`src/rtl/dit_ifft_8.sv`:
```
// 8-point radix-2 DIT inverse FFT on Q4.12 complex samples: halves every stage, 3-cycle latency, one frame per cycle.
// Build option: define IFFT_ROUND_EN to round each per-stage halving half-up instead of truncating toward -inf.
module dit_ifft_8 #(
  parameter int DW = 16,
  parameter int FB = 12
) (
  input  logic                 clk,
  input  logic                 reset,
  input  logic                 in_valid,
  input  logic signed [DW-1:0] x [0:7][0:1],
  output logic                 out_valid,
  output logic signed [DW-1:0] y [0:7][0:1]
);

  localparam int SW = 18;
  localparam logic signed [SW-1:0] SAT_MAX = SW'(2**(DW-1) - 1);
  localparam logic signed [SW-1:0] SAT_MIN = SW'(-(2**(DW-1)));
  localparam logic signed [DW-1:0] ONE     = DW'(1 << FB);
  localparam logic signed [DW-1:0] R707    = DW'(2896);

  typedef struct packed {
    logic signed [DW-1:0] re;
    logic signed [DW-1:0] im;
  } cplx_t;

  typedef struct packed {
    cplx_t a;
    cplx_t b;
  } pair_t;

  // Conjugate twiddles W8^-k for k = 0..3
  function automatic cplx_t tw(input logic [1:0] k);
    cplx_t w;
    w.re = '0;
    w.im = '0;
    case (k)
      2'd0: w.re = ONE;
      2'd1: begin
        w.re = R707;
        w.im = R707;
      end
      2'd2: w.im = ONE;
      default: begin
        w.re = -R707;
        w.im = R707;
      end
    endcase
    return w;
  endfunction

  function automatic logic signed [SW-1:0] mshift(input logic signed [DW-1:0] w,
                                                  input logic signed [DW-1:0] b);
    logic signed [2*DW-1:0] p;
    p = w * b;
    return SW'(p >>> FB);
  endfunction

  function automatic logic signed [SW-1:0] sext(input logic signed [DW-1:0] v);
    return SW'(v);
  endfunction

  function automatic logic signed [DW-1:0] halve_sat(input logic signed [SW-1:0] s);
    logic signed [SW-1:0] h;
`ifdef IFFT_ROUND_EN
    h = (s + SW'(1)) >>> 1;
`else
    h = s >>> 1;
`endif
    if (h > SAT_MAX) begin
      return {1'b0, {(DW-1){1'b1}}};
    end else if (h < SAT_MIN) begin
      return {1'b1, {(DW-1){1'b0}}};
    end
    return h[DW-1:0];
  endfunction

  function automatic pair_t bfly(input cplx_t a, input cplx_t b, input cplx_t w);
    logic signed [SW-1:0] wb_re;
    logic signed [SW-1:0] wb_im;
    pair_t r;
    wb_re  = mshift(w.re, b.re) - mshift(w.im, b.im);
    wb_im  = mshift(w.re, b.im) + mshift(w.im, b.re);
    r.a.re = halve_sat(sext(a.re) + wb_re);
    r.a.im = halve_sat(sext(a.im) + wb_im);
    r.b.re = halve_sat(sext(a.re) - wb_re);
    r.b.im = halve_sat(sext(a.im) - wb_im);
    return r;
  endfunction

  function automatic logic [2:0] bitrev3(input logic [2:0] i);
    return {i[0], i[1], i[2]};
  endfunction

  cplx_t r0_q [8];
  cplx_t r0_d [8];
  cplx_t s1_q [8];
  cplx_t s1_d [8];
  cplx_t s2_q [8];
  cplx_t s2_d [8];
  cplx_t y_q  [8];
  cplx_t y_d  [8];
  logic  v0_q;
  logic  v1_q;
  logic  v2_q;
  logic  out_valid_q;

  // Input rank: bit-reversed capture, only on accepted frames
  always_comb begin
    for (int k = 0; k < 8; k++) begin
      r0_d[k] = r0_q[k];
      if (in_valid) begin
        r0_d[k].re = x[bitrev3(3'(k))][0];
        r0_d[k].im = x[bitrev3(3'(k))][1];
      end
    end
  end

  // Butterfly stages of span 1, 2 and 4; the last one loads y only with a valid frame
  always_comb begin
    pair_t p;
    p = '0;
    for (int g = 0; g < 4; g++) begin
      p             = bfly(r0_q[2*g], r0_q[2*g+1], tw(2'd0));
      s1_d[2*g]     = p.a;
      s1_d[2*g+1]   = p.b;
    end
    for (int g = 0; g < 2; g++) begin
      for (int j = 0; j < 2; j++) begin
        p               = bfly(s1_q[4*g+j], s1_q[4*g+j+2], tw(2'(2*j)));
        s2_d[4*g+j]     = p.a;
        s2_d[4*g+j+2]   = p.b;
      end
    end
    for (int j = 0; j < 4; j++) begin
      p         = bfly(s2_q[j], s2_q[j+4], tw(2'(j)));
      y_d[j]    = y_q[j];
      y_d[j+4]  = y_q[j+4];
      if (v2_q) begin
        y_d[j]   = p.a;
        y_d[j+4] = p.b;
      end
    end
  end

  always_ff @(posedge clk or posedge reset) begin
    if (reset) begin
      for (int k = 0; k < 8; k++) begin
        r0_q[k] <= '0;
        s1_q[k] <= '0;
        s2_q[k] <= '0;
        y_q[k]  <= '0;
      end
      v0_q        <= 1'b0;
      v1_q        <= 1'b0;
      v2_q        <= 1'b0;
      out_valid_q <= 1'b0;
    end else begin
      r0_q        <= r0_d;
      s1_q        <= s1_d;
      s2_q        <= s2_d;
      y_q         <= y_d;
      v0_q        <= in_valid;
      v1_q        <= v0_q;
      v2_q        <= v1_q;
      out_valid_q <= v2_q;
    end
  end

  assign out_valid = out_valid_q;

  always_comb begin
    for (int k = 0; k < 8; k++) begin
      y[k][0] = y_q[k].re;
      y[k][1] = y_q[k].im;
    end
  end

endmodule

```
`config.mk`:
```
export PLATFORM = sky130hd
export DESIGN_NAME = dit_ifft_8
export DESIGN_NICKNAME = d
export VERILOG_FILES = /design/src/rtl/dit_ifft_8.sv
export SDC_FILE = /design/constraint.sdc
export NUM_CORES = 2
export LEC_CHECK = 0
export CAP_MARGIN = 15
export CORE_MARGIN = 2
export CORE_UTILIZATION = 30
export DETAILED_ROUTE_END_ITERATION = 10
export PLACE_DENSITY = 0.55
export SYNTH_ARGS = -nofsm -noshare
export SYNTH_HDL_FRONTEND = slang
export SYNTH_SLANG_ARGS = --single-unit
```
`constraint.sdc`:
```
create_clock -name clk -period 51.3 [get_ports clk]
set_clock_uncertainty 0.2 [all_clocks]
set_input_delay 10.26 -clock clk [delete_from_list [all_inputs] [get_ports clk]]
set_output_delay 10.26 -clock clk [all_outputs]
set_load 0.02 [all_outputs]
```
==> results.txt <==
- Source of the worst register-to-register timing path: s2_q[86]$_DFF_PP0_
- Class of the tightest hold or removal check: flop to flop
* Post-synth design cell area: 84000 µm²
- Arrival @ worst endpoint: between 10000 and 15000 ps
- In this run, post-CTS hold repair placed 0 buffers.
- Each instance of the synthesized netlist takes up on average between 9 and 10 µm².
* Overall overflow remaining after global route: 0
- The initial utilization of the core area, before any placement, comes to 0.301.
- DP Wirelength: 220 mm
* Flip-flop cell with the highest count after synthesis: sky130_fd_sc_hd__dfrtp_1
- Clock latency on the worst-skew pair, taken at its later pin, is 800 ps.
* DRC violation total after the first TritonRoute iteration: 3865
* Setup crit start kind: primary input
- Counting every net in the synthesized netlist gives 10700.
- Synthesis inferred 1028 register bits.
- The run finished with clean final reports.
* Average wire per cell in the routed design: 19.9 µm
- Setup violations remaining at the end of the flow were counted as 0.
- Global-route wire length before repair: 391 mm
* Port buffer count: between 500 and 600
- The clock passes through at most 3 buffers.
* Synthesized netlist cell count: 8925
* Post-synth cell types: 96
- The H-tree was split into 3 levels.
* Antenna-violating nets left: 0
- At the end of the flow, the number of nets in the layout was 11100.
* Tcrit/Tclk final: 0.259
- Sorting the synthesized cells by area gives the leading types as sky130_fd_sc_hd__dfrtp_1 31%, sky130_fd_sc_hd__ha_1 18%, sky130_fd_sc_hd__fa_1 6.9%, sky130_fd_sc_hd__xnor2_1 6.6%, sky130_fd_sc_hd__inv_1 5.6%.
- Filler cells: 28100
- Flop2flop setup slack: 41090 ps
* Vias in the first global route: 63000
- The root buffer cell chosen for the clock tree is sky130_fd_sc_hd__clkbuf_16.
- Antenna violations before repair: 19
- After detailed routing, the total wire length is 262 mm.
- TritonCTS created 117 clock buffers.
- Highest achievable clock rate: 75.3 MHz
- After clock tree synthesis, the setup repair step added 0 buffers.
- Area added between synthesis and finish: 15.8%
* Required time of the critical path: 51790 ps
* Final-report hold violation count: 0
* Detailed-route via count: 63300
- The endpoint identified for the worst register-to-register timing path is y[88]$_DFFE_PP0P_.
- TritonCTS built the clock tree.
- Category of the most critical setup path: primary input to async pin
- Across every metal layer, demand over resource in global routing totals 0.179.
- Number of standard cells in the layout, taps in and fillers out: 13100
* Top Ports: 516
* Share of flip-flops with an asynchronous set or reset: 1.00
* Final-layout setup total negative slack: 0 ps
- Worst setup path end: y[16]$_DFFE_PP0P_
- Kind of end point of the critical path: async pin
- Worst R2R Path Depth: 38
- Measured against its own limit, the worst slew margin works out to 0.206.
- Die width: 533 µm
- In this run, synthesis inferred 0 flip-flops with an integrated enable.
* Yosys synthesis warning count: 0
- DRC violations left: 0
- Total of cells resized after clock tree synthesis: 0
* Site Rows: 194
- The die is between 500 and 600 µm tall.
- The pre-antenna-repair detailed-routing pass consisted of 5 iterations.
- The share of the Yosys chip area taken by registers is 0.306.
* Fraction of synthesized cell area taken by the top area cell type: 0.306
* Cell accounting for the most synthesized area: sky130_fd_sc_hd__dfrtp_1
* Via density: 4.81
* Time the final worst path needs with I/O delays and setup: 13280 ps
- Entering global routing, the biggest net connects 162 pins.
- Clock slew seen by the registers of the worst setup and hold paths: 70 ps
* Critical path fanouts, max: 112
* Unrepaired setup endpoints after global routing: no
- For this design, the sink count on the clock tree is 1028.
* Max-capacitance violation count: 0
- Of the cells placed in the final design, the portion with a size suffix greater than 1 is 0.0549.
- Worst setup path startpoint: reset
- Transition time at the pin with the least slew margin: 1180 ps
- Total Die Area: 284000 µm²
- The number of placed instances, taps included, is 12900.
- Routability-driven placement finished with a final weighted congestion of 0.911.
- The count of pins over their slew limit is 0.
- Placeable core area: 279000 µm²
## through the flow
stage	instance area [µm²]	setup WS, ps	utilization	hold WS (ps)
floorplan	84000	11910	-	131
global placement	92900	37160	0.333	137
detailed placement	93000	37110	0.333	136
CTS	97200	37870	0.348	152
global route	97200	37430	0.349	169
finish	97300	38020	0.349	150
## layout make-up
class / count / area [µm²] / area share
multi-input cells: 6350 / 52400 / 0.539
diodes: 17 / 42.5 / 0.000437
inverters: 1257 / 4730 / 0.0486
repair buffers: 548 / 5430 / 0.0558
flip-flops and latches: 1028 / 25700 / 0.265
clock buffers: 152 / 3310 / 0.0340
clock inverters: 70 / 918 / 0.00944
well taps: 3724 / 4660 / 0.0479
## per-layer routing
metal / GRT usage / up-vias / routed length (µm)
li1: - / 30800 / -
met4: 0.0436 / 2 / 6780
met5: 0 / - / 13
met1: 0.254 / 31000 / 125000
met3: 0.0203 / 235 / 10900
met2: 0.290 / 1317 / 120000
## cell usage in the layout (no fill, tap or decap), types with 38 or more instances in the layout
master                               n
sky130_fd_sc_hd__o21bai_1          195
sky130_fd_sc_hd__clkbuf_16         118
sky130_fd_sc_hd__dfrtp_1          1027
sky130_fd_sc_hd__clkdlybuf4s50_1   514
sky130_fd_sc_hd__nor3_1            182
sky130_fd_sc_hd__nor2_1            691
sky130_fd_sc_hd__nand3_1            76
sky130_fd_sc_hd__a21oi_1           631
sky130_fd_sc_hd__nand2_1           307
sky130_fd_sc_hd__nor2b_1            98
sky130_fd_sc_hd__xor2_1            205
sky130_fd_sc_hd__o21ai_0           278
sky130_fd_sc_hd__o211ai_1           55
sky130_fd_sc_hd__ha_1             1238
sky130_fd_sc_hd__xnor2_1           633
sky130_fd_sc_hd__mux2_2            199
sky130_fd_sc_hd__a31oi_1            62
sky130_fd_sc_hd__fa_1              289
sky130_fd_sc_hd__or3_1              71
sky130_fd_sc_hd__a21o_1            103
sky130_fd_sc_hd__o21ai_1           118
sky130_fd_sc_hd__o21a_1             76
sky130_fd_sc_hd__a211oi_1           38
sky130_fd_sc_hd__nand2b_1          127
sky130_fd_sc_hd__o2bb2ai_1         109
sky130_fd_sc_hd__inv_1            1247
sky130_fd_sc_hd__and3_1             44
## cell families after synthesis
group | synth area share
AO/OA/AOI/OAI | 0.155
AND/OR/NAND/NOR | 0.101
buffers and inverters | 0.0698
adder cells (fa/ha/maj) | 0.254
flip-flops | 0.306
XOR/XNOR | 0.0876
multiplexers | 0.0270
## worst max-delay path: stages
cell                              delay [ps]
sky130_fd_sc_hd__clkdlybuf4s50_1         500
sky130_fd_sc_hd__inv_8                   450
sky130_fd_sc_hd__buf_4                   570
sky130_fd_sc_hd__buf_4                   750
sky130_fd_sc_hd__buf_4                   890
## sequential cells by signal, summed over array words and instances (netlist names)
signal     count
v0_q           1
r0_q         256
v1_q           1
out_valid      1
s2_q         256
y            256
v2_q           1
s1_q         256
## worst min path at each step
stage,from,endpoint,slack [ps],cells past startpoint
2_1_floorplan,v0_q$_DFF_PP0_,v1_q$_DFF_PP0_,130,0
3_3_place_gp,v0_q$_DFF_PP0_,v1_q$_DFF_PP0_,140,0
3_5_place_dp,v0_q$_DFF_PP0_,v1_q$_DFF_PP0_,140,0
4_1_cts,v0_q$_DFF_PP0_,v1_q$_DFF_PP0_,150,0
5_1_grt,v0_q$_DFF_PP0_,v1_q$_DFF_PP0_,170,0
6_report,v0_q$_DFF_PP0_,v1_q$_DFF_PP0_,150,0
## cells in the mapped netlist (44+ instances only)
library cell                count
sky130_fd_sc_hd__nor2_1       691
sky130_fd_sc_hd__clkbuf_1     238
sky130_fd_sc_hd__nand2b_1     127
sky130_fd_sc_hd__dfrtp_1     1028
sky130_fd_sc_hd__o21bai_1     195
sky130_fd_sc_hd__o21ai_1      118
sky130_fd_sc_hd__nand3_1       76
sky130_fd_sc_hd__or3_1         71
sky130_fd_sc_hd__xnor2_1      634
sky130_fd_sc_hd__o2bb2ai_1    109
sky130_fd_sc_hd__nor3_1       182
sky130_fd_sc_hd__and3_1        44
sky130_fd_sc_hd__mux2_2       199
sky130_fd_sc_hd__ha_1        1238
sky130_fd_sc_hd__o211ai_1      55
sky130_fd_sc_hd__a21oi_1      631
sky130_fd_sc_hd__o21ai_0      278
sky130_fd_sc_hd__inv_1       1249
sky130_fd_sc_hd__nand2_1      307
sky130_fd_sc_hd__a21o_1       103
sky130_fd_sc_hd__xor2_1       206
sky130_fd_sc_hd__fa_1         289
sky130_fd_sc_hd__nor2b_1       98
sky130_fd_sc_hd__o21a_1        76
sky130_fd_sc_hd__a31oi_1       62
Power is not shown: default switching activity piles up to over one toggle a cycle in this logic, so the estimate is an artifact.
